==> config.mk <==
export PLATFORM = sky130hd
export DESIGN_NAME = mascara_filtro_dbuf
export DESIGN_NICKNAME = d
export VERILOG_FILES = /design/src/rtl/mascara_filtro_pkg.sv /design/src/rtl/mascara_banco.sv /design/src/rtl/mascara_filtro_dbuf.sv
export SDC_FILE = /design/constraint.sdc
export NUM_CORES = 1
export LEC_CHECK = 0
export CELL_PAD_IN_SITES_DETAIL_PLACEMENT = 1
export CELL_PAD_IN_SITES_GLOBAL_PLACEMENT = 1
export CORE_MARGIN = 10
export CORE_UTILIZATION = 40
export DETAILED_ROUTE_END_ITERATION = 16
export PLACE_DENSITY = 0.83
export SKIP_CTS_REPAIR_TIMING = 1
export SYNTH_ARGS = -nofsm -noshare
export SYNTH_HDL_FRONTEND = slang
export SYNTH_SLANG_ARGS = --single-unit
==> constraint.sdc <==
create_clock -name clk -period 7.6 [get_ports clk]
set_input_delay 1.52 -clock clk [delete_from_list [all_inputs] [get_ports clk]]
set_output_delay 1.52 -clock clk [all_outputs]
set_load 0.02 [all_outputs]
==> src/rtl/mascara_filtro_pkg.sv <==
// mascara_filtro_pkg
// Shared definitions for the double-buffered filter-mask loader:
//   - estado_t            : loader FSM states (REPOSO, LEER, AVANZAR)
//   - CPW                 : coefficients per memory word for the default
//                           widths (32-bit words, 10-bit coefficients)
//   - palabras_necesarias : number of memory words needed for a tap count
package mascara_filtro_pkg;

  typedef enum logic [1:0] {
    REPOSO  = 2'd0,
    LEER    = 2'd1,
    AVANZAR = 2'd2
  } estado_t;

  localparam int COEF_W_DEF = 10;
  localparam int DATA_W_DEF = 32;
  localparam int CPW        = DATA_W_DEF / COEF_W_DEF;

  // Ceil-divide: words to fetch for num_coef taps at cpw taps per word.
  function automatic int palabras_necesarias(input int num_coef, input int cpw = CPW);
    return (num_coef + cpw - 1) / cpw;
  endfunction

endpackage

==> src/rtl/mascara_banco.sv <==
// mascara_banco
// MAX_TAPS x COEF_W coefficient register bank. Used twice by the loader:
// once as the shadow bank (cleared, then filled word by word) and once as
// the active bank (loaded in parallel from the shadow on a swap).
// Ports:
//   clk, reset      : clock, synchronous active-high reset (clears bank)
//   clear_i         : synchronous clear of every tap
//   wr_en_i         : write the CPW taps of wr_data_i at word word_idx_i;
//                     taps at index >= cap_i are left untouched
//   word_idx_i      : word index (taps word_idx_i*CPW .. +CPW-1)
//   cap_i           : tap-count cap for word writes
//   wr_data_i       : CPW packed coefficients, tap k at [k*COEF_W +: COEF_W]
//   load_en_i       : parallel load of the whole bank from load_data_i
//   load_data_i     : full bank image, tap i at [i*COEF_W +: COEF_W]
//   bank_o          : current bank contents, same packing
// Priority: reset/clear > parallel load > word write.
module mascara_banco
  import mascara_filtro_pkg::*;
#(
  parameter int COEF_W   = 10,
  parameter int MAX_TAPS = 27,
  parameter int CPW      = 3,
  parameter int CNT_W    = 5
) (
  input  logic                         clk,
  input  logic                         reset,
  input  logic                         clear_i,
  input  logic                         wr_en_i,
  input  logic [CNT_W-1:0]             word_idx_i,
  input  logic [CNT_W-1:0]             cap_i,
  input  logic [CPW*COEF_W-1:0]        wr_data_i,
  input  logic                         load_en_i,
  input  logic [MAX_TAPS*COEF_W-1:0]   load_data_i,
  output logic [MAX_TAPS*COEF_W-1:0]   bank_o
);

  logic [COEF_W-1:0] taps_q [MAX_TAPS];

  always_ff @(posedge clk) begin
    if (reset || clear_i) begin
      for (int i = 0; i < MAX_TAPS; i++) taps_q[i] <= '0;
    end else if (load_en_i) begin
      for (int i = 0; i < MAX_TAPS; i++) taps_q[i] <= load_data_i[i*COEF_W +: COEF_W];
    end else if (wr_en_i) begin
      // Each tap decides for itself whether it belongs to the word being
      // written and lies below the cap; taps past the cap keep their zero.
      for (int i = 0; i < MAX_TAPS; i++) begin
        if (((i / CPW) == int'(word_idx_i)) && (i < int'(cap_i))) begin
          taps_q[i] <= wr_data_i[(i % CPW)*COEF_W +: COEF_W];
        end
      end
    end
  end

  for (genvar g = 0; g < MAX_TAPS; g++) begin : g_out
    assign bank_o[g*COEF_W +: COEF_W] = taps_q[g];
  end

endmodule

==> src/rtl/mascara_filtro_dbuf.sv <==
// mascara_filtro_dbuf
// Double-buffered filter-mask loader. Fetches num_coef packed coefficients
// from memory (leer / lectura_completada handshake) into a shadow bank while
// the active bank keeps driving the filter; a swap copies shadow to active.
// Build option: MASCARA_FILTRO_AUTO_SWAP_EN -- when defined the swap happens
// by itself on the edge after sombra_lista rises and cambiar_banco is unused.
// Ports:
//   clk, reset                    : clock, synchronous active-high reset
//   num_coef                      : taps to load (1..MAX_TAPS legal)
//   direccion_mem_inicio_mascara  : address of the first word
//   iniciar_lectura               : start-load pulse
//   lectura_completada            : memory ack, datos_memoria valid
//   datos_memoria                 : read word, tap k at [k*COEF_W +: COEF_W]
//   cambiar_banco                 : swap request
//   direccion_mem_fisica, leer    : read address / request
//   ocupado                       : load in progress
//   error_tamano                  : one-cycle pulse on illegal num_coef
//   sombra_lista                  : shadow complete, not yet swapped
//   mascara_valida, mascara_nueva : active mask loaded / swap pulse
//   num_coef_activo, coeficientes : active tap count and taps
//   estado_o                      : FSM state for observation
// Handshake: while leer=1 the address is stable; the memory answers with a
// single-cycle lectura_completada carrying the word. Acks outside LEER are
// ignored; after an ack leer drops for one cycle before the next request.
module mascara_filtro_dbuf
  import mascara_filtro_pkg::*;
#(
  parameter int COEF_W   = 10,
  parameter int MAX_TAPS = 27,
  parameter int ADDR_W   = 10,
  parameter int DATA_W   = 32
) (
  input  logic                             clk,
  input  logic                             reset,
  input  logic [$clog2(MAX_TAPS+1)-1:0]    num_coef,
  input  logic [ADDR_W-1:0]                direccion_mem_inicio_mascara,
  input  logic                             iniciar_lectura,
  input  logic                             lectura_completada,
  input  logic [DATA_W-1:0]                datos_memoria,
  input  logic                             cambiar_banco,
  output logic [ADDR_W-1:0]                direccion_mem_fisica,
  output logic                             leer,
  output logic                             ocupado,
  output logic                             error_tamano,
  output logic                             sombra_lista,
  output logic                             mascara_valida,
  output logic                             mascara_nueva,
  output logic [$clog2(MAX_TAPS+1)-1:0]    num_coef_activo,
  output logic [MAX_TAPS*COEF_W-1:0]       coeficientes,
  output logic [1:0]                       estado_o
);

  localparam int CPW_L  = DATA_W / COEF_W;
  localparam int CNT_W  = $clog2(MAX_TAPS + 1);
  localparam int WORD_W = CPW_L * COEF_W;
  localparam int BANK_W = MAX_TAPS * COEF_W;

  estado_t           state_q;
  logic [ADDR_W-1:0] addr_q, addr_d;
  logic [CNT_W-1:0]  num_q, nwords_q, idx_q, idx_d, num_act_q;
  logic              leer_q, ocupado_q, sombra_q, valida_q, nueva_q, error_q;

  logic legal, arranque, swap, ack_leer, ultima;
  logic [BANK_W-1:0] sombra_bank;

  assign legal    = (num_coef != '0) && (int'(num_coef) <= MAX_TAPS);
  assign arranque = (state_q == REPOSO) && iniciar_lectura && legal;
  assign ack_leer = (state_q == LEER) && lectura_completada;
  assign ultima   = (idx_q == nwords_q - 1'b1);
  assign addr_d   = addr_q + 1'b1;
  assign idx_d    = idx_q + 1'b1;

`ifdef MASCARA_FILTRO_AUTO_SWAP_EN
  // sombra_lista is visible for exactly one cycle before the automatic swap.
  assign swap = sombra_q;
  logic unused_cambiar;
  assign unused_cambiar = cambiar_banco;
`else
  assign swap = cambiar_banco && sombra_q;
`endif

  // Words wider than CPW coefficients carry unused upper bits.
  if (DATA_W > WORD_W) begin : g_unused
    logic unused_datos;
    assign unused_datos = ^datos_memoria[DATA_W-1:WORD_W];
  end

  always_ff @(posedge clk) begin
    if (reset) begin
      state_q   <= REPOSO;
      addr_q    <= '0;
      num_q     <= '0;
      nwords_q  <= '0;
      idx_q     <= '0;
      num_act_q <= '0;
      leer_q    <= 1'b0;
      ocupado_q <= 1'b0;
      sombra_q  <= 1'b0;
      valida_q  <= 1'b0;
      nueva_q   <= 1'b0;
      error_q   <= 1'b0;
    end else begin
      nueva_q <= 1'b0;
      error_q <= 1'b0;

      // The swap reads the pending shadow and count before any new load
      // started in the same cycle replaces them.
      if (swap) begin
        num_act_q <= num_q;
        valida_q  <= 1'b1;
        nueva_q   <= 1'b1;
        sombra_q  <= 1'b0;
      end

      case (state_q)
        REPOSO: begin
          if (iniciar_lectura) begin
            if (legal) begin
              addr_q    <= direccion_mem_inicio_mascara;
              num_q     <= num_coef;
              nwords_q  <= CNT_W'(palabras_necesarias(int'(num_coef), CPW_L));
              idx_q     <= '0;
              sombra_q  <= 1'b0;
              leer_q    <= 1'b1;
              ocupado_q <= 1'b1;
              state_q   <= LEER;
            end else begin
              error_q <= 1'b1;
            end
          end
        end
        LEER: begin
          if (lectura_completada) begin
            leer_q <= 1'b0;
            if (ultima) begin
              sombra_q  <= 1'b1;
              ocupado_q <= 1'b0;
              state_q   <= REPOSO;
            end else begin
              addr_q  <= addr_d;
              idx_q   <= idx_d;
              state_q <= AVANZAR;
            end
          end
        end
        AVANZAR: begin
          leer_q  <= 1'b1;
          state_q <= LEER;
        end
        default: begin
          leer_q    <= 1'b0;
          ocupado_q <= 1'b0;
          state_q   <= REPOSO;
        end
      endcase
    end
  end

  mascara_banco #(
    .COEF_W  (COEF_W),
    .MAX_TAPS(MAX_TAPS),
    .CPW     (CPW_L),
    .CNT_W   (CNT_W)
  ) u_sombra (
    .clk        (clk),
    .reset      (reset),
    .clear_i    (arranque),
    .wr_en_i    (ack_leer),
    .word_idx_i (idx_q),
    .cap_i      (num_q),
    .wr_data_i  (datos_memoria[WORD_W-1:0]),
    .load_en_i  (1'b0),
    .load_data_i({BANK_W{1'b0}}),
    .bank_o     (sombra_bank)
  );

  mascara_banco #(
    .COEF_W  (COEF_W),
    .MAX_TAPS(MAX_TAPS),
    .CPW     (CPW_L),
    .CNT_W   (CNT_W)
  ) u_activo (
    .clk        (clk),
    .reset      (reset),
    .clear_i    (1'b0),
    .wr_en_i    (1'b0),
    .word_idx_i ({CNT_W{1'b0}}),
    .cap_i      ({CNT_W{1'b0}}),
    .wr_data_i  ({WORD_W{1'b0}}),
    .load_en_i  (swap),
    .load_data_i(sombra_bank),
    .bank_o     (coeficientes)
  );

  assign direccion_mem_fisica = addr_q;
  assign leer                 = leer_q;
  assign ocupado              = ocupado_q;
  assign error_tamano         = error_q;
  assign sombra_lista         = sombra_q;
  assign mascara_valida       = valida_q;
  assign mascara_nueva        = nueva_q;
  assign num_coef_activo      = num_act_q;
  assign estado_o             = state_q;

endmodule

# Word-level counts from Yosys, hierarchy flattened
# Memory sizes are Yosys's and may differ from the RTL's.
# Cells that the tools add are included.
[totals]
inputBits = 52
rom_bits = 0
register_bits = 38
latchBits = 0
word_cells = 361
mem_count = 2
ramBits = 540
[classes]
n_eq_ne = 16
multipliers = 0
n_div = 1
n_shift = 0
muxes = 198
bitwise = 57
n_lt_le_gt_ge = 28
addsub = 5
n_reduce_logical = 42
[memory_table]
columns = ["memory", "words", "width", "read_ports", "rd_ports_with_merged_regs", "write_ports", "line", "text"]
rows = [
  ["u_activo.taps_q", 27, 10, 27, 0, 27, "mascara_banco.sv:37", "logic [COEF_W-1:0] taps_q [MAX_TAPS];"],
  ["u_sombra.taps_q", 27, 10, 27, 0, 27, "mascara_banco.sv:37", ""],
]
[ops]
columns = ["cell", "count"]
rows = [
  ["$mux 10", 58],
  ["$mux 1", 126],
  ["$lt 5x5->1 const A", 11],
  ["$or 1x1->1", 54],
  ["$lt 4x5->1 const A", 8],
  ["$div 32x3->32 const B", 1],
  ["$logic_and 1x1->1", 32],
  ["$eq 4x5->1 const A", 4],
  ["$lt 3x5->1 const A", 4],
  ["$mux 5", 4],
  ["$pmux 10 s2", 1],
  ["$add 10x1->10 const B", 1],
  ["$eq 3x5->1 const A", 2],
  ["$lt 1x5->1 const A", 2],
  ["$lt 2x5->1 const A", 2],
  ["$ne 2x2->1 const B", 5],
  ["$pmux 5 s2", 1],
  ["$reduce_and 5->1", 2],
  ["$mux 2", 4],
  ["$sub 6x1->7 const B", 1],
  ["$add 5x2->6 const B", 1],
  ["$pmux 1 s3", 2],
  ["$pmux 2 s3", 1],
  ["$reduce_and 3->1", 2],
  ["other kinds (16)", 18],
]

# Depth between registers and ports, before layout
# Gate-level depths: netlist of run 1.
[logic_depth]
depth_word = 7
depth_mapped = 19
depth_no_buf = 17

# Cells and area by module
# From an unflattened synthesis of run 1, not the netlist that was laid out.
[hier_totals]
cells_unflattened = 2005
hier_area_um2 = 26550.5
[by_module_without_submodules]
columns = ["module", "cells_per_inst", "area_each_um2", "seq_area_each_um2", "n_inst"]
rows = [
  ["mascara_banco (u_activo)", 837, 12210.5, 8107.8, 1],
  ["mascara_banco (u_sombra)", 874, 11994.0, 8107.8, 1],
  ["mascara_filtro_dbuf", 294, 2346.0, 740.7, 1],
]

# Worst setup path after synthesis of run 1
# Ideal clock, no wire load.
[synth_path]
path_kind = "input-to-reg"
from = "input port reset"
to = "memory u_activo.taps_q[0][0] (enable)"
path_slack_ns = -0.135
cell_stages = 3
t_arrival_ns = 7.116
required_ns = 6.981
path_cell_list = "clkbuf_1 a21oi_1 inv_1"
[synth_rtl]
columns = ["element", "line", "text"]
rows = [
  ["from (decl)", "mascara_filtro_dbuf.sv:34", "input logic reset,"],
  ["to (decl)", "mascara_banco.sv:37", ""],
]

# Final worst setup path of run 1
[layout_path]
from = "input port num_coef[1]"
to = "register nwords_q[0]"
[layout_via]
elab_chain_len = 3
word_cells_on_any_way = 7
classes_between = "add/sub: 2; div: 1; order compare: 1; reduce/logical: 3"
[layout_rtl]
columns = ["element", "line", "text"]
rows = [
  ["from (decl)", "mascara_filtro_dbuf.sv:35", "input logic [$clog2(MAX_TAPS+1)-1:0] num_coef,"],
  ["$add 5x2->6 (tied with other cells)", "mascara_filtro_pkg.sv:21", "return (num_coef + cpw - 1) / cpw;"],
  ["$sub 6x1->7 or $logic_and 1x1->1 (tied branches)", "mascara_filtro_pkg.sv:21, mascara_filtro_dbuf.sv:66", ""],
  ["$div 32x3->32 or $reduce_and 3->1 (tied branches)", "n/a", ""],
  ["to (signal assigned)", "mascara_filtro_dbuf.sv:121", "nwords_q <= CNT_W'(palabras_necesarias(int'(num_coef), CPW_L));"],
  ["to (decl)", "mascara_filtro_dbuf.sv:60", "logic [CNT_W-1:0] num_q, nwords_q, idx_q, idx_d, num_act_q;"],
]
# Parallel ways exist; a longest one is shown, timed or not.
# A chain may end at the register's enable or synchronous reset.

==> results of run 1 <==
## per-stage QoR
stage	std cells	setup WS, ns	hold WS (ns)	total power, mW
4_1_cts	2575	2.51	0.463	7.18
2_1_floorplan	1497	0.924	0.448	4.11
3_3_place_gp	2469	2.02	0.443	4.40
3_5_place_dp	2469	1.89	0.450	4.43
5_1_grt	2579	2.07	0.487	7.35
6_report	2580	2.42	0.455	7.12
## layout make-up
type                    count  area (sq um)  area share
inverters                  48           184     0.00662
clock buffers              85          1640      0.0589
multi-input cells         792          4380       0.158
flip-flops and latches    577         17000       0.610
well taps                 696           871      0.0313
repair buffers            356          3550       0.128
diodes                      5          12.5    0.000450
clock inverters            21           195     0.00702
## cells by family after synthesis
| logic type | synth area share |
|---|---|
| AND/OR/NAND/NOR | 0.153 |
| buffers and inverters | 0.0236 |
| multiplexers | 0.00138 |
| adder cells (fa/ha/maj) | 0.00745 |
| flip-flops | 0.776 |
| XOR/XNOR | 0.00321 |
| AO/OA/AOI/OAI | 0.0351 |
## Yosys cell counts, types with 3 or more instances
| cell | number |
|---|---|
| edfxtp_1 | 540 |
| nand4_1 | 8 |
| inv_1 | 48 |
| xnor2_1 | 4 |
| a31o_2 | 3 |
| nor2_1 | 214 |
| mux2i_1 | 3 |
| dfxtp_1 | 37 |
| a22o_1 | 5 |
| a311oi_1 | 3 |
| o21ai_1 | 3 |
| a22oi_1 | 5 |
| a211oi_1 | 6 |
| nand2_1 | 100 |
| nand3b_1 | 5 |
| nand2b_1 | 9 |
| nor2b_1 | 93 |
| a21oi_1 | 25 |
| a31oi_1 | 6 |
| o21bai_1 | 3 |
| o21ai_0 | 17 |
| xor2_1 | 4 |
| buf_2 | 16 |
| and2_1 | 184 |
| a21o_1 | 6 |
| ha_1 | 13 |
| nor3_1 | 11 |
| nand3_1 | 16 |
| and3_1 | 5 |
| o31ai_1 | 5 |
| clkbuf_1 | 59 |
## layer usage
layer / routed length (um) / up-vias
met1: 23600 / 6527
met2: 32000 / 395
met3: 3750 / 107
li1: - / 5923
met4: 2030 / 0
met5: 0 / -
## worst register-to-register path: cells and delay by family (launching register included)
| kind | cells | cell delay [ns] |
|---|---|---|
| and+or+nand+nor | 4 | 1.10 |
| AOI/OAI and AO/OA | 2 | 0.71 |
| DFF | 1 | 0.50 |
| buffers and inverters | 1 | 0.57 |
## power by group
group	internal [mW]	leakage [nW]	total, mW	switching, mW
sequential	3.69	5.99	3.77	0.0793
combinational	0.215	3.32	0.596	0.381
clock	1.56	0.884	2.75	1.19
## state kept, by name, summed over array words and instances (netlist names)
name,flops
u_activo.taps_q,270
u_sombra.taps_q,270
direccion_mem_fisica,10
idx_q,5
num_coef_activo,5
num_q,5
nwords_q,5
estado_o,2
error_tamano,1
mascara_nueva,1
mascara_valida,1
ocupado,1
sombra_lista,1
## path summary, 6_finish.rpt
kind,from,endpoint,slack (ns),cells after the start
worst max-delay path,num_coef[1],nwords_q[0]$_SDFFE_PP0P_,2.42,17
worst min-delay path,mascara_valida$_SDFFE_PP0P_,mascara_valida$_SDFFE_PP0P_,0.46,2
worst max register to register,estado_o[0]$_SDFFE_PP0P_,u_sombra.taps_q[0][248]$_DFFE_PP_,4.40,7
worst min register to register,mascara_valida$_SDFFE_PP0P_,mascara_valida$_SDFFE_PP0P_,0.46,2
==> qor.txt, run 1 <==
Status: finished, final reports clean
P_leak: 10.2 nW
Category of the worst setup path launch point: input port
Most used DFF post-synth: edfxtp_1
GRT Util Overall: 0.186
Most frequent cells in the layout: 540 x edfxtp_1, 341 x clkdlybuf4s50_1, 213 x nor2_1, 184 x and2_1, 100 x nand2_1
CP endpoint kind: flop
Hold Crit Class: flop to flop
Layout cells sized above 1: 0.0569
Area of the die: 64300 sq um
Fmax achieved: 0.193 GHz
Routability cong.: 0.836
Buf+Inv Stages, Crit Path: 1
GRT Residual Overflow: 0
Final wirelength: 61.4 mm
Area growth syn-to-layout: 27.2%
1st-pass router iterations: 5
Max-slew headroom: 0.148
Vias in the first global route: 14000
Largest net degree at the start of global routing: 137
Setup Viol. Count Final: 0
Setup TNS: 0 ns
CTS tree: yes
Most common cell on crit path: ha_1
Async SR Flop Fraction: 0
Vias: 13000
Cell Area, Synth: 21800 sq um
Root buffer cell: clkbuf_16
Clock Latency Late Sink: 0.63 ns
Nets@finish: 1899
GR met2 Demand/Resource: 0.334
Synth top area share: 0.742
Residual DRC: 0
First-pass GRT wire length: 89.4 mm
Largest fanout on the critical path: 16
H-tree levels: 2
Horiz. Die Dim: 254 um
Final period utilization: 0.682
Fin crit period: 5.18 ns
Clock Tree Buf Depth: 3
CTS Buf Count: 59
Commonest non-fill, non-tap cell in the layout: edfxtp_1
Fill cells: 5228
Site Rows: 85
Worst Path Required: 8.10 ns
Sequential cell area fraction in the yosys report: 0.776
Worst-path cell chain: clkdlybuf4s50_1 > ha_1 > nor2b_1 > o21ai_0 > nand2_1 > o31ai_1 > ha_1 > nand2b_1 > a31oi_1 > o21ai_2 > nand3b_1 > o21ai_0 > ha_1 > a2111oi_0 > o21bai_1 > mux2i_1 > a31oi_1
Placed cell area: 25900 sq um
IO Pins: 345
Synth unique cells: 63
WS Path Type: input port to flop
Initial antenna violation count: 4
1st-iter DRT viols: 833
Port-buffer cells: 342
Synth Register Bits: 577
Post-synth top area cell: edfxtp_1
Max-capacitance violation count: 0
Post-synth EDFFs: 540
GR Util met3: 0.0402
Worst endpoint data arrival time: 5.68 ns
Grt met1 use: 0.213
Core Footprint: 53900 sq um
Worst-path clk slew: 0.06 ns
Max incr delay on CP: 0.84 ns
Final Core Density: 0.515
Hpwl dp: 43.4 mm
Antenna Violating Nets Remaining: 0
Die height: 254 um
RSZ-0062 raised after global routing: false
Design area: 27800 sq um
CP max stage cell: clkdlybuf4s50_1
Ranking of synthesized cells by area: edfxtp_1 74%, and2_1 5.3%, nor2_1 3.7%
Syn Area/Cell: 14.6 sq um
Per-cell routed wire length: 23.8 um
Vias per inst: 5.02
Grt peak-use layer: met2
Syn Nets: 1562
YS warnings: 0
Slew Viols, Final: 0
Maximum vdd drop: 0.186 mV
CP delay by family, top: compound AO/OA/AOI/OAI gates
Clock Skew: 0.0205 ns
Starting Density: 0.405
Final Hold Fails: 0
Clk sinks: 577
Worst Max-Slew Pin Slew: 1.27 ns
P per Cell Area: 256 nW/um^2
Syn Inst Count: 1497
No activity file was read; power rests on OpenSTA's default activity.
==> run 2: changes to the inputs <==
==> constraint.sdc (replaced) <==
create_clock -name clk -period 4.4 [get_ports clk]
set_input_delay 0.88 -clock clk [delete_from_list [all_inputs] [get_ports clk]]
set_output_delay 0.88 -clock clk [all_outputs]
set_load 0.02 [all_outputs]
==> run 2 against run 1 <==
Net effect: combinational power is 76% higher; sequential share of layout area is 0.27 points lower; utilization is 0.23 points higher; first-iteration DRC count is 15% higher; critical path depth stayed put; sequential power is 72% higher; critical path type unchanged.
==> qor.txt, run 2 (synthesis results as in run 1) <==
1st-iter DRT viols: 957 (+15%)
GRT Util Overall: 0.187 (+0.00161)
CP endpoint kind: flop
Max-slew headroom: 0.339 (+0.191)
Clock Skew: 0.0137 ns (-0.00681 ns)
Total Power: 12.3 mW (+73%)
1st-pass router iterations: 5 (unchanged)
Routability cong.: 0.880 (+5.2%)
Worst Max-Slew Pin Slew: 0.991 ns (-0.278 ns)
Initial antenna violation count: 0 (-4)
Top Metal Used: met4
Max-capacitance violation count: 0 (unchanged)
FF-to-FF Start: estado_o[0]$_SDFFE_PP0P_
CP delay by family, top: compound AO/OA/AOI/OAI gates
Most frequent cells in the layout: 540 x edfxtp_1, 341 x clkdlybuf4s50_1, 213 x nor2_1, 184 x and2_1, 100 x nand2_1
Design area: 27900 sq um (+0.44%)
Final Core Density: 0.518 (+0.00225)
Final wirelength: 61.7 mm (+0.42%)
Core Footprint: 53900 sq um (unchanged)
Slew Viols, Final: 0 (unchanged)
Nets@finish: 1915 (+0.84%)
Commonest non-fill, non-tap cell in the layout: edfxtp_1
Worst-path cell chain: clkdlybuf4s50_1 > buf_4 > and2_1 > o21ai_0 > nand2_1 > o31ai_1 > ha_1 > a22oi_1 > a22oi_1 > and2_4 > nand3b_1 > o21ai_0 > ha_1 > a2111oi_0 > o21bai_1 > mux2i_1 > a31oi_1
Fmax achieved: 0.256 GHz
RSZ-0062 raised after global routing: false
IO Pins: 345 (unchanged)
Fin crit period: 3.90 ns
Maximum vdd drop: 0.285 mV (+53%)
CP max stage cell: clkdlybuf4s50_1
Starting Density: 0.405 (unchanged)
Setup TNS: 0 ns (unchanged)
Residual DRC: 0 (unchanged)
Critical path origin: num_coef[1]
Clk sinks: 577 (unchanged)
Antenna Violating Nets Remaining: 0 (unchanged)
Horiz. Die Dim: 254 um (unchanged)
Worst-path clk slew: 0.06 ns (about the same)
# diodes: 0 (-5)
Port-buffer cells: 342 (unchanged)
Worst Path Required: 4.88 ns (-3.22 ns)
Largest fanout on the critical path: 11 (-5)
Area of the die: 64300 sq um (unchanged)
CTS tree: yes
Clock Tree Buf Depth: 3 (unchanged)
Root buffer cell: clkbuf_16
Vias in the first global route: 13900 (-0.71%)
Die height: 254 um (unchanged)
Fill cells: 5217 (-0.21%)
Reg area: 17000 sq um (unchanged)
Largest net degree at the start of global routing: 187 (+36%)
Multi-input logic area: 4400 sq um (+0.34%)
Final Hold Fails: 0 (unchanged)
Site Rows: 85 (unchanged)
Vias per inst: 5.01 (-0.26%)
Setup Viol. Count Final: 0 (unchanged)
Hold Crit Class: flop to flop
Category of the worst setup path launch point: input port
Max incr delay on CP: 0.57 ns (-0.27 ns)
Status: finished, final reports clean
First-pass GRT wire length: 89.8 mm (+0.54%)
Hpwl dp: 43.9 mm (+1.2%)
Routed wl met3: 3.69 mm (-1.5%)
WL met2: 31.6 mm (-1.3%)
Worst endpoint data arrival time: 4.38 ns (-1.30 ns)
Clock Latency Late Sink: 0.60 ns (-0.03 ns)
Vias: 13000 (+0.20%)
GRT Residual Overflow: 0 (unchanged)
P_leak: 10.3 nW (+0.81%)
Final period utilization: 0.887
WS Path Type: input port to flop
CTS Buf Count: 58 (-1.7%)
FF-to-FF setup slack: 1.29 ns (-3.11 ns)
Per-cell routed wire length: 23.8 um (about the same)
Hold Startpoint: num_coef_activo[1]$_SDFFE_PP0P_
Buf+Inv Stages, Crit Path: 2 (+1)
H-tree levels: 2 (unchanged)
Met1 Routed Length: 24.4 mm (+3.5%)
Placed cell area: 26100 sq um (+0.60%)
Area growth syn-to-layout: 27.8%
Layout cells sized above 1: 0.0717 (+0.0148)
P per Cell Area: 440 nW/um^2 (+72%)
[run 2: cell types whose count changed in the layout (fill, tap and decap cells not counted), sizes merged]
cell / before / now
clkbuf: 85 / 68
clkinvlp: 2 / 6
diode: 5 / 0
clkinv: 16 / 28
bufinv: 2 / 4
inv: 49 / 48
buf: 15 / 32
[run 2: per-layer routing]
metal	global-route usage	up-vias
li1	-	5953
met1	0.224	6535
met2	0.329	392
met3	0.0426	98
met4	0.0623	0
met5	0	-
[run 2: final timing paths]
kind                                             to  cells past startpoint
hold reg to reg     num_coef_activo[1]$_SDFFE_PP0P_                      1
setup / recovery           nwords_q[0]$_SDFFE_PP0P_                     17
hold / removal      num_coef_activo[1]$_SDFFE_PP0P_                      1
setup reg to reg  u_sombra.taps_q[0][223]$_DFFE_PP_                      7
[run 2: where the power goes]
part	total, mW	internal (mW)	switching (mW)
combinational	1.05	0.384	0.667
clock	4.73	2.68	2.05
sequential	6.50	6.36	0.133
total	12.3	9.43	2.85
[run 2: worst register-to-register path, stage by stage, from the launching register on]
cell and delay [ns]:
dfxtp_1 0.49, nor2b_1 0.21, nand2_1 0.20, nor3_1 0.26, and3_1 0.41, nand2_1 0.10
o21ai_1 0.21, o41a_1 0.85
[run 2: stage by stage]
stage          hold slack [ns]  std cells  setup slack (ns)
5_1_grt                  0.515       2592             0.254
2_1_floorplan            0.448       1497             -1.26
3_3_place_gp             0.444       2486             0.263
6_report                 0.478       2592             0.495
4_1_cts                  0.481       2592             0.606
3_5_place_dp             0.465       2486          -0.00673
[run 2: cell type report]
type | instances | area share
timing repair buffer | 373 | 0.132
inverter | 48 | 0.00659
clock buffer | 68 | 0.0541
clock inverter | 38 | 0.0107
multi-input combinational | 792 | 0.158
tap | 696 | 0.0312
sequential | 577 | 0.608
==> run 3: changes to the inputs <==
--- a/config.mk
+++ b/config.mk
@@ -10,8 +10,9 @@
 export CORE_MARGIN = 10
 export CORE_UTILIZATION = 40
 export DETAILED_ROUTE_END_ITERATION = 16
-export PLACE_DENSITY = 0.83
+export PLACE_DENSITY_LB_ADDON = 0.25
 export SKIP_CTS_REPAIR_TIMING = 1
 export SYNTH_ARGS = -nofsm -noshare
 export SYNTH_HDL_FRONTEND = slang
 export SYNTH_SLANG_ARGS = --single-unit
+export TNS_END_PERCENT = 50
==> run 3 against run 2 <==
Net effect: sequential power barely moved; sequential share of layout area fell by 0.40 points; final cell count did not move; clock power rose by 5.5%; clock skew barely moved; worst hold slack got worse by 0.016 ns; utilization rose by 0.34 points; setup slack improved by 0.19 ns; sequential cell count did not move; power rose by 2.1%; non-clock buffer count fell by 1; cell area rose by 0.66%; critical path type unchanged; critical endpoint unchanged.
==> qor.txt, run 3 (synthesis results as in run 1) <==
Port-buffer cells: 342 (unchanged)
Clock Skew: 0.0134 ns (-0.000331 ns)
Worst Max-Slew Pin Slew: 1.05 ns (+0.0587 ns)
CP endpoint kind: flop
Vias per inst: 4.97 (-0.82%)
GRT Util Overall: 0.180 (-0.00739)
Initial antenna violation count: 3 (+3)
Fin crit period: 3.71 ns (-0.193 ns)
Final Hold Fails: 0 (unchanged)
H-tree levels: 2 (unchanged)
Worst Path Required: 4.86 ns (-0.02 ns)
Residual DRC: 0 (unchanged)
IO Pins: 345 (unchanged)
Fill cells: 5172 (-0.86%)
Setup Viol. Count Final: 0 (unchanged)
Fin cells: 2592 (unchanged)
WS Path Type: input port to flop
Final wirelength: 59.4 mm (-3.7%)
GRT Residual Overflow: 0 (unchanged)
Root buffer cell: clkbuf_16
Total Power: 12.5 mW (+2.1%)
Most frequent cells in the layout: 540 x edfxtp_1, 341 x clkdlybuf4s50_1, 213 x nor2_1, 184 x and2_1, 100 x nand2_1
Cells after DPL: 2485 (-0.040%)
1st-iter DRT viols: 749 (-22%)
Nets@finish: 1915 (unchanged)
Area of the die: 64300 sq um (unchanged)
Largest fanout on the critical path: 4 (-7)
Largest net degree at the start of global routing: 187 (unchanged)
Routability cong.: 0.811 (-7.8%)
Hold Crit Class: flop to flop
Max-capacitance violation count: 0 (unchanged)
Core Footprint: 53900 sq um (unchanged)
Commonest non-fill, non-tap cell in the layout: edfxtp_1
Maximum vdd drop: 0.291 mV (+2.1%)
Final setup margin: 0.689 ns (+0.193 ns)
Horiz. Die Dim: 254 um (unchanged)
1st-pass router iterations: 5 (unchanged)
Starting Density: 0.405 (unchanged)
Pre-CTS worst setup slack: 0.174 ns (+0.180 ns)
Status: finished, final reports clean
CTS tree: yes
Site Rows: 85 (unchanged)
Slew Viols, Final: 0 (unchanged)
CTS Buf Count: 59 (+1.7%)
Worst-path clk slew: 0.06 ns (about the same)
Hpwl dp: 42.2 mm (-3.7%)
P per Cell Area: 446 nW/um^2 (+1.4%)
Vias: 12900 (-0.82%)
Placed cell area: 26100 sq um (+0.17%)
P_leak: 10.3 nW (+0.60%)
Design area: 28100 sq um (+0.66%)
Vias in the first global route: 13700 (-1.9%)
Fmax achieved: 0.269 GHz (+5.2%)
Clock Latency Late Sink: 0.59 ns (about the same)
Final period utilization: 0.843 (-0.0439)
Clk sinks: 577 (unchanged)
RSZ-0062 raised after global routing: false
Max-slew headroom: 0.297 (-0.0422)
Layout cells sized above 1: 0.0729 (+0.00113)
Clock Tree Buf Depth: 3 (unchanged)
Area growth syn-to-layout: 28.6%
Die height: 254 um (unchanged)
Category of the worst setup path launch point: input port
Final hold slack: 0.461 ns (-0.0164 ns)
Per-cell routed wire length: 22.9 um (-3.7%)
Worst endpoint data arrival time: 4.17 ns (-0.21 ns)
First-pass GRT wire length: 86.8 mm (-3.4%)
Antenna Violating Nets Remaining: 0 (unchanged)
## run 3: per-stage QoR
step	util	TNS (ns)
floorplan	-	-341.39
global placement	0.485	0
detailed placement	0.485	0
CTS	0.521	0
global route	0.521	0
finish	0.521	0
## run 3: layer usage
layer	global-route usage	routed length (um)
met1	0.220	24500
met2	0.312	30200
met3	0.0380	3080
met4	0.0602	1570
met5	0	13
## run 3: worst paths after layout
kind / from / to / slack [ns] / depth (start not counted)
worst min register to register: mascara_valida$_SDFFE_PP0P_ / mascara_valida$_SDFFE_PP0P_ / 0.46 / 2
worst max-delay path: num_coef[1] / nwords_q[0]$_SDFFE_PP0P_ / 0.69 / 17
worst max register to register: estado_o[0]$_SDFFE_PP0P_ / u_sombra.taps_q[0][170]$_SDFFCE_PN0P_ / 1.41 / 6
worst min-delay path: mascara_valida$_SDFFE_PP0P_ / mascara_valida$_SDFFE_PP0P_ / 0.46 / 2
## run 3: worst max-delay path, stage by stage
cell and delay [ns]:
clkdlybuf4s50_1 0.52, ha_1 0.18, nor2b_1 0.23, o21ai_0 0.10, nand2_1 0.09, o31ai_1 0.07, ha_1 0.35, nand2b_1 0.13
a31oi_1 0.11, o21ai_2 0.16, nand3b_1 0.17, o21ai_0 0.12, ha_1 0.27, a2111oi_0 0.41, o21bai_1 0.14, mux2i_1 0.15
a31oi_1 0.09
## run 3: power breakdown
group,switching [mW],internal [mW]
clock,2.05,2.94
combinational,0.658,0.390
sequential,0.131,6.36
## run 3: area by class of cell
type,instances,area (sq um),share of cell area
Antenna cell,2,5.00,0.000178
Clock buffer,69,1560,0.0554
Clock inverter,36,388,0.0138
Inverter,48,184,0.00655
Multi-Input combinational cell,792,4400,0.157
Sequential cell,577,17000,0.604
Tap cell,696,871,0.0310
Timing Repair Buffer,372,3730,0.133
